### src/rtl/control_sequencer.sv
// -----------------------------------------------------------------------------
// control_sequencer
//
// Multi-cycle fetch/execute control unit. It combines a small state machine
// (FETCH, EXEC1..EXEC3, HALT) with instruction-class decode and drives the
// datapath strobes for the PC, IR, register file, status register and RAM.
// Each class runs for 1 to 3 exec cycles. Memory wait states are honoured
// through mem_ready. A stp instruction parks the unit in HALT until run is
// asserted.
//
// Parameters
//   INSTR_W   instruction width (16..32). Decode fields come from the MSB end.
//   STALL_EN  1: wait cycles hold until mem_ready is high.
//             0: mem_ready is ignored and treated as 1.
//
// Ports
//   clk                  system clock, rising edge
//   reset                synchronous, active-high reset
//   instruction          IR contents
//   mem_ready            RAM access completes this cycle
//   run                  leave HALT
//   cycle_state          0 FETCH, 1 EXEC1, 2 EXEC2, 3 EXEC3, 4 HALT
//   ir_en                IR load
//   pc_cnt_en            PC increment
//   pc_sload             PC parallel load
//   ram_instr_addr_sel   instruction RAM address source (0 = PC)
//   ram_data_addr_sel    data RAM address source (1 = SP/operand)
//   ram_wren_data        data RAM write enable
//   reg_wren             register-file write
//   status_reg_sload     status-register load
//   sm_extra             exec cycle that is not the last one for the class
//   halted               unit is in HALT
// -----------------------------------------------------------------------------
module control_sequencer #(
  parameter int INSTR_W  = 16,
  parameter bit STALL_EN = 1'b1
) (
  input  logic               clk,
  input  logic               reset,
  input  logic [INSTR_W-1:0] instruction,
  input  logic               mem_ready,
  input  logic               run,
  output logic [2:0]         cycle_state,
  output logic               ir_en,
  output logic               pc_cnt_en,
  output logic               pc_sload,
  output logic               ram_instr_addr_sel,
  output logic               ram_data_addr_sel,
  output logic               ram_wren_data,
  output logic               reg_wren,
  output logic               status_reg_sload,
  output logic               sm_extra,
  output logic               halted
);

  localparam logic [2:0] S_FETCH = 3'd0;
  localparam logic [2:0] S_EXEC1 = 3'd1;
  localparam logic [2:0] S_EXEC2 = 3'd2;
  localparam logic [2:0] S_EXEC3 = 3'd3;
  localparam logic [2:0] S_HALT  = 3'd4;

  localparam logic [3:0] C_ALU   = 4'd0;
  localparam logic [3:0] C_LDA   = 4'd1;
  localparam logic [3:0] C_CALL  = 4'd2;
  localparam logic [3:0] C_JMD   = 4'd3;
  localparam logic [3:0] C_RTN   = 4'd4;
  localparam logic [3:0] C_STP   = 4'd5;
  localparam logic [3:0] C_PUSH  = 4'd6;
  localparam logic [3:0] C_POP   = 4'd7;
  localparam logic [3:0] C_STORE = 4'd8;

  logic [2:0] state_q, state_d;
  logic [3:0] class_q, class_d;

  logic [3:0] op;
  logic [1:0] sub;
  logic       z7;
  logic       stp_bit;
  logic [3:0] dec_class;
  logic [1:0] n_exec;
  logic       wait_cycle;
  logic       ready;
  logic       last_exec;

  // Low-order operand bits carry no control information.
  logic unused_instr_bits;
  assign unused_instr_bits = ^instruction[INSTR_W-13:0];

  // Instruction-class decode from the MSB end of the word.
  always_comb begin
    op        = instruction[INSTR_W-1 -: 4];
    sub       = instruction[INSTR_W-5 -: 2];
    z7        = (instruction[INSTR_W-5 -: 7] == 7'd0);
    stp_bit   = instruction[INSTR_W-12];
    dec_class = C_ALU;
    case (op)
      4'b1110: dec_class = C_LDA;
      4'b1101: dec_class = C_CALL;
      4'b1100: dec_class = C_JMD;
      4'b1111: begin
        if (z7) begin
          dec_class = stp_bit ? C_STP : C_RTN;
        end
      end
      4'b0110: begin
        case (sub)
          2'b00:   dec_class = C_PUSH;
          2'b10:   dec_class = C_POP;
          2'b11:   dec_class = C_STORE;
          default: dec_class = C_ALU;
        endcase
      end
      default: dec_class = C_ALU;
    endcase
  end

  // Exec-cycle count of the latched class.
  always_comb begin
    case (class_q)
      C_LDA:                                   n_exec = 2'd3;
      C_CALL, C_RTN, C_PUSH, C_POP, C_STORE:   n_exec = 2'd2;
      default:                                 n_exec = 2'd1;
    endcase
  end

  // Only FETCH and the memory-read/write EXEC2 cycles can be stretched.
  always_comb begin
    wait_cycle = 1'b0;
    if (state_q == S_FETCH) begin
      wait_cycle = 1'b1;
    end else if (state_q == S_EXEC2) begin
      wait_cycle = (class_q == C_RTN) || (class_q == C_POP) ||
                   (class_q == C_STORE) || (class_q == C_LDA);
    end
    ready = (STALL_EN && wait_cycle) ? mem_ready : 1'b1;
  end

  always_comb begin
    last_exec = ((state_q == S_EXEC1) && (n_exec == 2'd1)) ||
                ((state_q == S_EXEC2) && (n_exec == 2'd2)) ||
                 (state_q == S_EXEC3);
  end

  // Next-state logic. The class is captured once, on the FETCH->EXEC1 edge,
  // and used unchanged for the rest of the instruction.
  always_comb begin
    state_d = state_q;
    class_d = class_q;
    case (state_q)
      S_FETCH: begin
        if (ready) begin
          state_d = S_EXEC1;
          class_d = dec_class;
        end
      end
      S_EXEC1: begin
        if (class_q == C_STP) begin
          state_d = S_HALT;
        end else if (n_exec > 2'd1) begin
          state_d = S_EXEC2;
        end else begin
          state_d = S_FETCH;
        end
      end
      S_EXEC2: begin
        if (ready) begin
          state_d = (n_exec > 2'd2) ? S_EXEC3 : S_FETCH;
        end
      end
      S_EXEC3: state_d = S_FETCH;
      S_HALT: begin
        if (run) begin
          state_d = S_FETCH;
        end
      end
      default: state_d = S_FETCH;
    endcase
  end

  always_ff @(posedge clk) begin
    if (reset) begin
      state_q <= S_FETCH;
      class_q <= C_ALU;
    end else begin
      state_q <= state_d;
      class_q <= class_d;
    end
  end

  // Strobe generation. Everything is forced low while reset is high so that
  // an aborted instruction cannot fire a strobe in the reset cycle.
  always_comb begin
    cycle_state        = 3'd0;
    ir_en              = 1'b0;
    pc_cnt_en          = 1'b0;
    pc_sload           = 1'b0;
    ram_instr_addr_sel = 1'b0;
    ram_data_addr_sel  = 1'b0;
    ram_wren_data      = 1'b0;
    reg_wren           = 1'b0;
    status_reg_sload   = 1'b0;
    sm_extra           = 1'b0;
    halted             = 1'b0;
    if (!reset) begin
      cycle_state = state_q;
      case (state_q)
        S_FETCH: begin
          ir_en     = ready;
          pc_cnt_en = ready;
        end
        S_EXEC1: begin
          sm_extra = !last_exec;
          case (class_q)
            C_ALU: begin
              reg_wren         = 1'b1;
              status_reg_sload = 1'b1;
            end
            C_JMD: pc_sload = 1'b1;
            C_CALL, C_PUSH: begin
              ram_data_addr_sel = 1'b1;
              ram_wren_data     = 1'b1;
            end
            C_RTN, C_POP, C_STORE, C_LDA: ram_data_addr_sel = 1'b1;
            default: ;
          endcase
        end
        S_EXEC2: begin
          sm_extra = !last_exec;
          case (class_q)
            C_CALL: pc_sload = 1'b1;
            C_RTN: begin
              ram_data_addr_sel = 1'b1;
              pc_sload          = ready;
            end
            C_PUSH: reg_wren = 1'b1;
            C_POP: begin
              ram_data_addr_sel = 1'b1;
              reg_wren          = ready;
            end
            C_STORE: begin
              ram_data_addr_sel = 1'b1;
              ram_wren_data     = 1'b1;
            end
            C_LDA: ram_data_addr_sel = 1'b1;
            default: ;
          endcase
        end
        S_EXEC3: begin
          sm_extra = !last_exec;
          if (class_q == C_LDA) begin
            reg_wren = 1'b1;
          end
        end
        S_HALT: halted = 1'b1;
        default: ;
      endcase
    end
  end

endmodule

### config.mk
export PLATFORM = sky130hd
export DESIGN_NAME = control_sequencer
export DESIGN_NICKNAME = d
export VERILOG_FILES = /design/src/rtl/control_sequencer.sv
export SDC_FILE = /design/constraint.sdc
export NUM_CORES = 1
export LEC_CHECK = 0
export ABC_CLOCK_PERIOD_IN_PS = 3440
export BUFFER_PORTS_ARGS = -buffer_cell sky130_fd_sc_hd__buf_4
export CORE_MARGIN = 4
export CORE_UTILIZATION = 33
export DETAILED_ROUTE_END_ITERATION = 10
export GPL_TIMING_DRIVEN = 0
export PLACE_DENSITY = 0.55
export SLEW_MARGIN = 5
export SYNTH_ARGS = -nofsm -noshare
export SYNTH_HDL_FRONTEND = slang
export SYNTH_SLANG_ARGS = --single-unit
export TNS_END_PERCENT = 30
### constraint.sdc
create_clock -name clk -period 3.44 [get_ports clk]
set_input_delay 0.172 -clock clk [delete_from_list [all_inputs] [get_ports clk]]
set_output_delay 0.172 -clock clk [all_outputs]
set_load 0.01 [all_outputs]
==> After elaboration in Yosys (flattened, before gate mapping) <==
Cells that the tools add are included.
{ "word_totals": {"register_bits": 7, "word_cells": 88, "input_bits": 20, "out_inout_bits": 13} }
{ "classes": {"n_reduce_logical": 19, "muxes": 41, "eq_ne": 24, "order_cmp": 2} }
{ "op_table": {"columns": ["operator", "n"], "rows": [
  ["1-bit two-way mux", 23],
  ["4-bit by 3-bit equality test with 1-bit output, second input constant", 5],
  ["4-bit equality test, second input constant", 5],
  ["4-bit case mux with 5 select lines", 1],
  ["3-bit two-way mux", 6],
  ["3-bit case mux with 4 select lines", 1],
  ["4-bit case mux with 3 select lines", 1],
  ["1-bit case mux with 2 select lines", 5],
  ["4-bit by 2-bit equality test with 1-bit output, second input constant", 2],
  ["7-bit zero test", 1],
  ["2-bit equality test, second input constant", 3],
  ["3-bit by 2-bit equality test with 1-bit output, second input constant", 2],
  ["2-bit inequality test, second input constant", 3],
  ["6-bit OR reduction", 1],
  ["1-bit logical OR", 5],
  ["5-bit OR reduction", 1],
  ["4-bit by 1-bit equality test with 1-bit output, second input constant", 1],
  ["4-bit zero test", 1],
  ["2-bit two-way mux", 2],
  ["2-bit case mux with 2 select lines", 1],
  ["4-bit OR reduction", 1],
  ["3-bit by 1-bit equality test with 1-bit output, second input constant", 1],
  ["3-bit equality test, second input constant", 1],
  ["3-bit zero test", 1],
  ["11 further kinds", 12]
]} }

==> Longest topological paths before layout <==
Gate-level depths: netlist (run 1).
{ "logic_depth": {"depth_word": 10, "ltp_mapped": 6, "depth_no_buf": 4} }

==> Worst setup path before layout (run 1) <==
OpenSTA, ideal clock, no wires.
{ "synth_path": {"path_kind": "register to output", "start": "register class_q[1]", "end": "output reg_wren", "path_buffers": 1, "t_arrival_ns": 1.502, "path_stages_with_launch": 6, "t_required_ns": 3.268, "slack_ns": 1.766, "cell_sequence": "dfxtp_1 -> buf_6 -> or4_1 -> nor3b_2 -> a21boi_1 -> o221ai_1"} }
{ "synth_between": {"elab_chain_cells": 10, "elab_cells_between_ends": 17, "classes_between": "5 x eq/ne; 8 x mux; 4 x reduce/logical"} }
{ "synth_rtl": {"columns": ["item", "line_no", "rtl"], "rows": [
  ["start: declaration", "73", "logic [3:0] class_q, class_d;"],
  ["start signal: assignment", "186", "class_q <= class_d;"],
  ["4-bit by 3-bit equality test with 1-bit output, on equally long branches", "132, 229", null],
  ["1-bit logical OR (2 in a row)", "132", "wait_cycle = (class_q == C_RTN) || (class_q == C_POP) ||"],
  ["1-bit logical OR", "133", "(class_q == C_STORE) || (class_q == C_LDA);"],
  ["1-bit two-way mux", "131", "end else if (state_q == S_EXEC2) begin"],
  ["1-bit two-way mux", "129", "if (state_q == S_FETCH) begin"],
  ["1-bit two-way mux", "135", "ready = (STALL_EN && wait_cycle) ? mem_ready : 1'b1;"],
  ["1-bit case mux with 2 select lines", "229", "case (class_q)"],
  ["1-bit case mux with 3 select lines (*)", "206", "case (state_q)"],
  ["1-bit two-way mux (*)", "204", "if (!reset) begin"],
  ["end: declaration", "50", "output logic reg_wren,"]
]} }
Mark *: on every way between the ends. The rest lies on a longest branch, timed or not.

==> Worst setup path after layout (run 1) <==
{ "layout_path": {"start": "register class_q[2]", "end": "output reg_wren"} }
Same word-level chain as after synthesis.

==> metrics.yaml, run 1 <==
synth.cell_area_um2: 831
place_congestion: 0.846
fmax_ghz: 0.474
setup-violations-final: 0
synthArstFlopShare_pct: 0
coreArea_um2: 2300
relSlewSlack_pct: 65.8
grt_pass1_wl_um: 4000
endpoint_kind: "output port"
synth.distinct_cells: 43
multi_input_area_um2: 587
slowest_stage: "or4_4"
nets: 165
yosysSeqAreaShare_pct: 16.9
cts_root_buffer: "clkbuf_4"
path_cells: "buf_6 -> nand2_1 -> or4_4 -> a21boi_1 -> o221ai_1 -> buf_4"
drv_cap: 0
status: "completed"
yosysMostFrequentCell: "nor2_1"
syn2layout_area_growth_pct: 31.8
path_max_fanout: 10
clockBufferDepth: 2
cp-start-kind: "flip-flop"
die_w_um: 58.2
grt_pass1_vias: 849
track_usage_pct: 14.6
diodes: 0
fin_cells: 172
synthesis.instances: 113
wl_per_cell_um: 13.8
dieArea_um2: 3380
initial_utilization_pct: 36.2
p_leak_nw: 0.437
fp-row-count: 17
dp_worst_setup_slack_ns: 1.61
ys_seq_elements: 7
netlist.top_cell.by_area: "dfxtp_1"
ant_nets: 0
port_buffers: 27
slowest_delay_ns: 0.53
die_y_um: 58.2
layout_min_cycle_time_ns: 2.11
synth_nets: 133
insertion_delay_ns: 0.24
drt_pre_antenna_iters: 4
totalWireLength_um: 2380
placed_cells: 168
drc_errors: 0
clk_pin_slew_ns: 0.05
avgSynthCellArea_um2: 7.35
synth_flop_cell: "dfxtp_1"
ir_drop_mv: 0.192
finalHoldViolations: 0
n_fill_cell: 237
worst_pin_slew_ns: 0.510
cts_tree: "yes"
postCtsHoldBufs: 0
rsz0062_at_grt: "false"
cellPowerDensity_nw_per_um2: 208
ys_warn_count: 0
setup_tns_ns: 0
pin_count: 33
setup_ws_ns: 1.33
worstPathRequired_ns: 3.27
synth_edf_count: 0
antenna_found_initial: 0
drv_slew: 0
num_vias: 963
cts_buffers: 3
seq_area_um2: 140
grt_overflow: 0
arrival_ns: 1.94
synth_common_cells: "9 x nor2_1, 7 x dfxtp_1"
numClockSinks: 7
synth_top_area_share_pct: 16.9
grt_max_degree: 11
viasPerCell: 5.60
skew_ns: 0.00150
drtIter0Drc: 35
ctsResizeCount: 0
final_layout_size_suffix_gt1_share_pct: 33.3
crit_type: "flip-flop to output port"
postCtsSetupRepairBufs: 0
htreeDepth: 1
hpwlAfterDp_um: 1810
fin_crit_sh_pct: 61.4
hp-class: "input pin to flip-flop"
synth.area.top_cells: "dfxtp_1 17%, a211oi_1 4.5%, nand2b_1 4.5%"
-- power by group --
part           switching (W)  total [W]  internal (W)
Combinational      0.0000347  0.0000713     0.0000366
Sequential        0.00000167  0.0000847     0.0000830
Clock              0.0000276  0.0000717     0.0000441
Total              0.0000640   0.000228      0.000164
-- area by class of cell --
type                       count  area share (%)
clock buffer                   4            2.40
buffer                        12            7.43
timing repair buffer          27            18.5
sequential                     7            12.8
inverter                       6            2.06
multi-input combinational     88            53.6
tap                           28            3.20
-- layout by cell type (no fill, tap or decap), types with 3 or more instances in the layout --
cell type,netlist,layout
xnor2_1,3,3
nor4b_1,3,3
nand2b_1,6,6
nor4_1,4,4
a211oi_1,5,5
dfxtp_1,7,7
nor2_1,9,9
buf_4,2,29
nand2_1,4,4
o21ai_0,4,4
or3_1,3,3
buf_2,5,5
buf_6,3,3
a21oi_1,6,6
clkbuf_4,0,3
or4_1,3,3
inv_1,6,6
nor2b_1,3,3
clkbuf_1,2,3
nor3_1,6,6
-- registers in the layout (all words and copies together) (netlist names) --
signal / cells
class_q: 4
state_q: 3
-- routing by layer --
metal	part of all wire, %	up-vias	global-route usage (%)
li1	-	480	-
met1	50	446	22.5
met2	43	37	21.0
met3	6.9	0	3.79
met4	0	0	0.993
met5	0	-	0
-- per-stage QoR --
| stage | cell area, um2 | util [%] | hold slack [ns] | power (W) |
|---|---|---|---|---|
| floorplan | 831 | - | 0.320 | 0.000127 |
| global placement | 1070 | 46.5 | 0.448 | 0.000156 |
| detailed placement | 1070 | 46.5 | 0.456 | 0.000157 |
| CTS | 1090 | 47.7 | 0.203 | 0.000229 |
| global route | 1090 | 47.7 | 0.241 | 0.000243 |
| finish | 1090 | 47.7 | 0.205 | 0.000228 |
-- worst max-delay path: cells and delay by family (launching register included) --
kind                   cells  cell delay, ns
DFF                        1            0.41
and+or+nand+nor            2            0.64
AOI/OAI and AO/OA          2            0.32
buffers and inverters      2            0.33
-- cell families (layout without fill, tap and decap cells) --
| logic type | Yosys count | after routing | share of synthesized area, % |
|---|---|---|---|
| flip-flops | 7 | 7 | 16.9 |
| AO/OA/AOI/OAI | 26 | 26 | 21.4 |
| XOR/XNOR | 3 | 3 | 3.16 |
| buffers and inverters | 18 | 49 | 12.5 |
| AND/OR/NAND/NOR | 58 | 58 | 45.6 |
| other | 1 | 1 | 0.451 |
-- final timing paths --
kind | cells after the start | end | slack [ns] | startpoint
max | 6 | reg_wren | 1.33 | class_q[2]
min | 3 | class_q[1] | 0.20 | instruction[14]
max reg2reg | 5 | state_q[0] | 1.82 | class_q[1]
min reg2reg | 3 | class_q[2] | 0.66 | class_q[2]
No activity file was read; power rests on OpenSTA's default activity.
==> inputs of run 2 (changes only) <==
ABC_CLOCK_PERIOD_IN_PS = 2000   (was 3440)
clock period = 2 ns   (was 3.44 ns; I/O delays follow)
==> metrics.yaml, run 2 (synthesis results as in run 1) <==
dieArea_um2: 3380  # unchanged
ant_nets: 0  # unchanged
skew_ns: 0.000441  # was 0.00150 ns
insertion_delay_ns: 0.24  # about the same
combPwrFrac_pct: 32.0  # was 31.3%
totalWireLength_um: 2350  # was 2380 um
endpoint_kind: "output port"  # unchanged
grt_pass1_vias: 848  # was 849
reg_top3: "class_q x4, state_q x3"  # unchanged
die_y_um: 58.2  # unchanged
rsz0062_at_grt: "true"  # was false
layout_min_cycle_time_ns: 1.98
r2r_cells: 5  # unchanged
num_vias: 946  # was 963
grt_overflow: 0  # unchanged
diodes: 0  # unchanged
syn2layout_area_growth_pct: 34.3  # was 31.8%
setup-violations-final: 0  # unchanged
die_w_um: 58.2  # unchanged
track_usage_pct: 14.6  # unchanged
wl_per_cell_um: 13.6  # was 13.8 um
path_max_fanout: 7  # was 10
pin_count: 33  # unchanged
setup_ws_ns: 0.0247  # was 1.33 ns
place_congestion: 0.846  # unchanged
cp-start-kind: "flip-flop"  # unchanged
viasPerCell: 5.50  # was 5.60
drc_errors: 0  # unchanged
antenna_found_initial: 0  # unchanged
largest_register: "class_q"  # unchanged
n_fill_cell: 235  # was 237
hp-class: "input pin to flip-flop"  # unchanged
final_common_cell: "buf_4"  # unchanged
worstPathRequired_ns: 1.90  # was 3.27 ns
finalInstanceArea_um2: 1120  # was 1090 um2
grt_max_degree: 11  # unchanged
worst_hold_path.num_cells: 3  # unchanged
dp_worst_setup_slack_ns: 0.242  # was 1.61 ns
p_leak_nw: 0.440  # was 0.437 nW
fp-row-count: 17  # unchanged
seq_power_share_pct: 36.8  # was 37.2%
numClockSinks: 7  # unchanged
nets: 165  # unchanged
p_switching_w: 0.000109  # was 0.0000640 W
port_buffers: 27  # unchanged
cellPowerDensity_nw_per_um2: 351  # was 208 nW/um2
grt_pass1_wl_um: 4000  # unchanged
clockBufferDepth: 2  # unchanged
final_cell_mix: "29 x buf_4, 9 x nor2_1"  # was 29 x buf_4, 9 x nor2_1, 7 x dfxtp_1
crit_type: "flip-flop to output port"  # unchanged
ir_drop_mv: 0.330  # was 0.192 mV
coreArea_um2: 2300  # unchanged
placed_area_um2: 1070  # unchanged
hpwlAfterDp_um: 1810  # unchanged
drv_cap: 0  # unchanged
switching_share_pct: 27.9  # was 28.1%
arrival_ns: 1.88  # was 1.94 ns
cts_tree: "yes"  # unchanged
finalHoldViolations: 0  # unchanged
clk_pin_slew_ns: 0.05  # about the same
p_clk_share_pct: 31.2  # was 31.5%
power.internal_w: 0.000283  # was 0.000164 W
drv_slew: 0  # unchanged
fin_crit_sh_pct: 98.8
cts_root_buffer: "clkbuf_4"  # unchanged
largest_reg_flops: 4  # unchanged
final_layout_size_suffix_gt1_share_pct: 36.1  # was 33.3%
fmax_ghz: 0.506
drt_pre_antenna_iters: 4  # unchanged
drtIter0Drc: 40  # was 35
status: "completed"  # unchanged
initial_utilization_pct: 36.2  # unchanged
cts_buffers: 3  # unchanged
htreeDepth: 1  # unchanged
==> run 2: timing repair <==
| item | in CTS | in global routing |
|---|---|---|
| resized for setup | 2 | 4 |
| setup buffers | 0 | 0 |
| endpoints found under the setup margin | 1 | 2 |
| hold buffers | 0 | 0 |
| pin swaps | 1 | 0 |
==> run 2: power groups by stage <==
stage	registers, W	clock network, W	logic (W)
floorplan	0.000148	0	0.0000701
global placement	0.000149	0	0.000121
detailed placement	0.000148	0	0.000122
CTS	0.000146	0.000126	0.000123
global route	0.000145	0.000136	0.000139
finish	0.000144	0.000122	0.000125
==> run 2: metal layers <==
layer  vias to the layer above  wire length [um]  GRT usage [%]
met1                       432              1150           22.5
met2                        30              1050           21.0
met4                         0                 0          0.993
met5                         -                 0              0
met3                         0               150           3.79
li1                        484                 -              -
==> run 2: path summary, 6_finish.rpt <==
kind,from,endpoint,slack [ns]
worst max-delay path,class_q[1],reg_wren,0.02
worst min-delay path,instruction[14],class_q[1],0.13
worst max register to register,class_q[1],state_q[0],0.39
worst min register to register,class_q[2],class_q[2],0.64
==> run 2: worst max-delay path, stage by stage, from the launching register on <==
cell and delay (ns):
dfxtp_1 0.30, buf_6 0.13, or4_4 0.56, nor3b_4 0.20, a21boi_1 0.09, o221ai_1 0.19, buf_4 0.17
==> run 2: cell type report <==
type                       count  area, um2  area share, %
timing repair buffer          27        203           18.2
multi-input combinational     88        604           54.1
buffer                        12       81.3           7.29
sequential                     7        144           12.9
clock buffer                   4       26.3           2.35
tap                           28       35.0           3.14
inverter                       6       22.5           2.02
==> run 2: stage by stage <==
stage	power (W)	cells	hold WS [ns]	TNS (ns)	util (%)
after CTS	0.000395	172	0.131	0	47.9
after floorplan	0.000218	113	0.246	0	-
after detailed placement	0.000270	168	0.384	0	46.5
final	0.000392	172	0.134	0	48.6
after global routing	0.000420	172	0.170	-0.0282	48.6
after global placement	0.000269	168	0.376	0	46.5
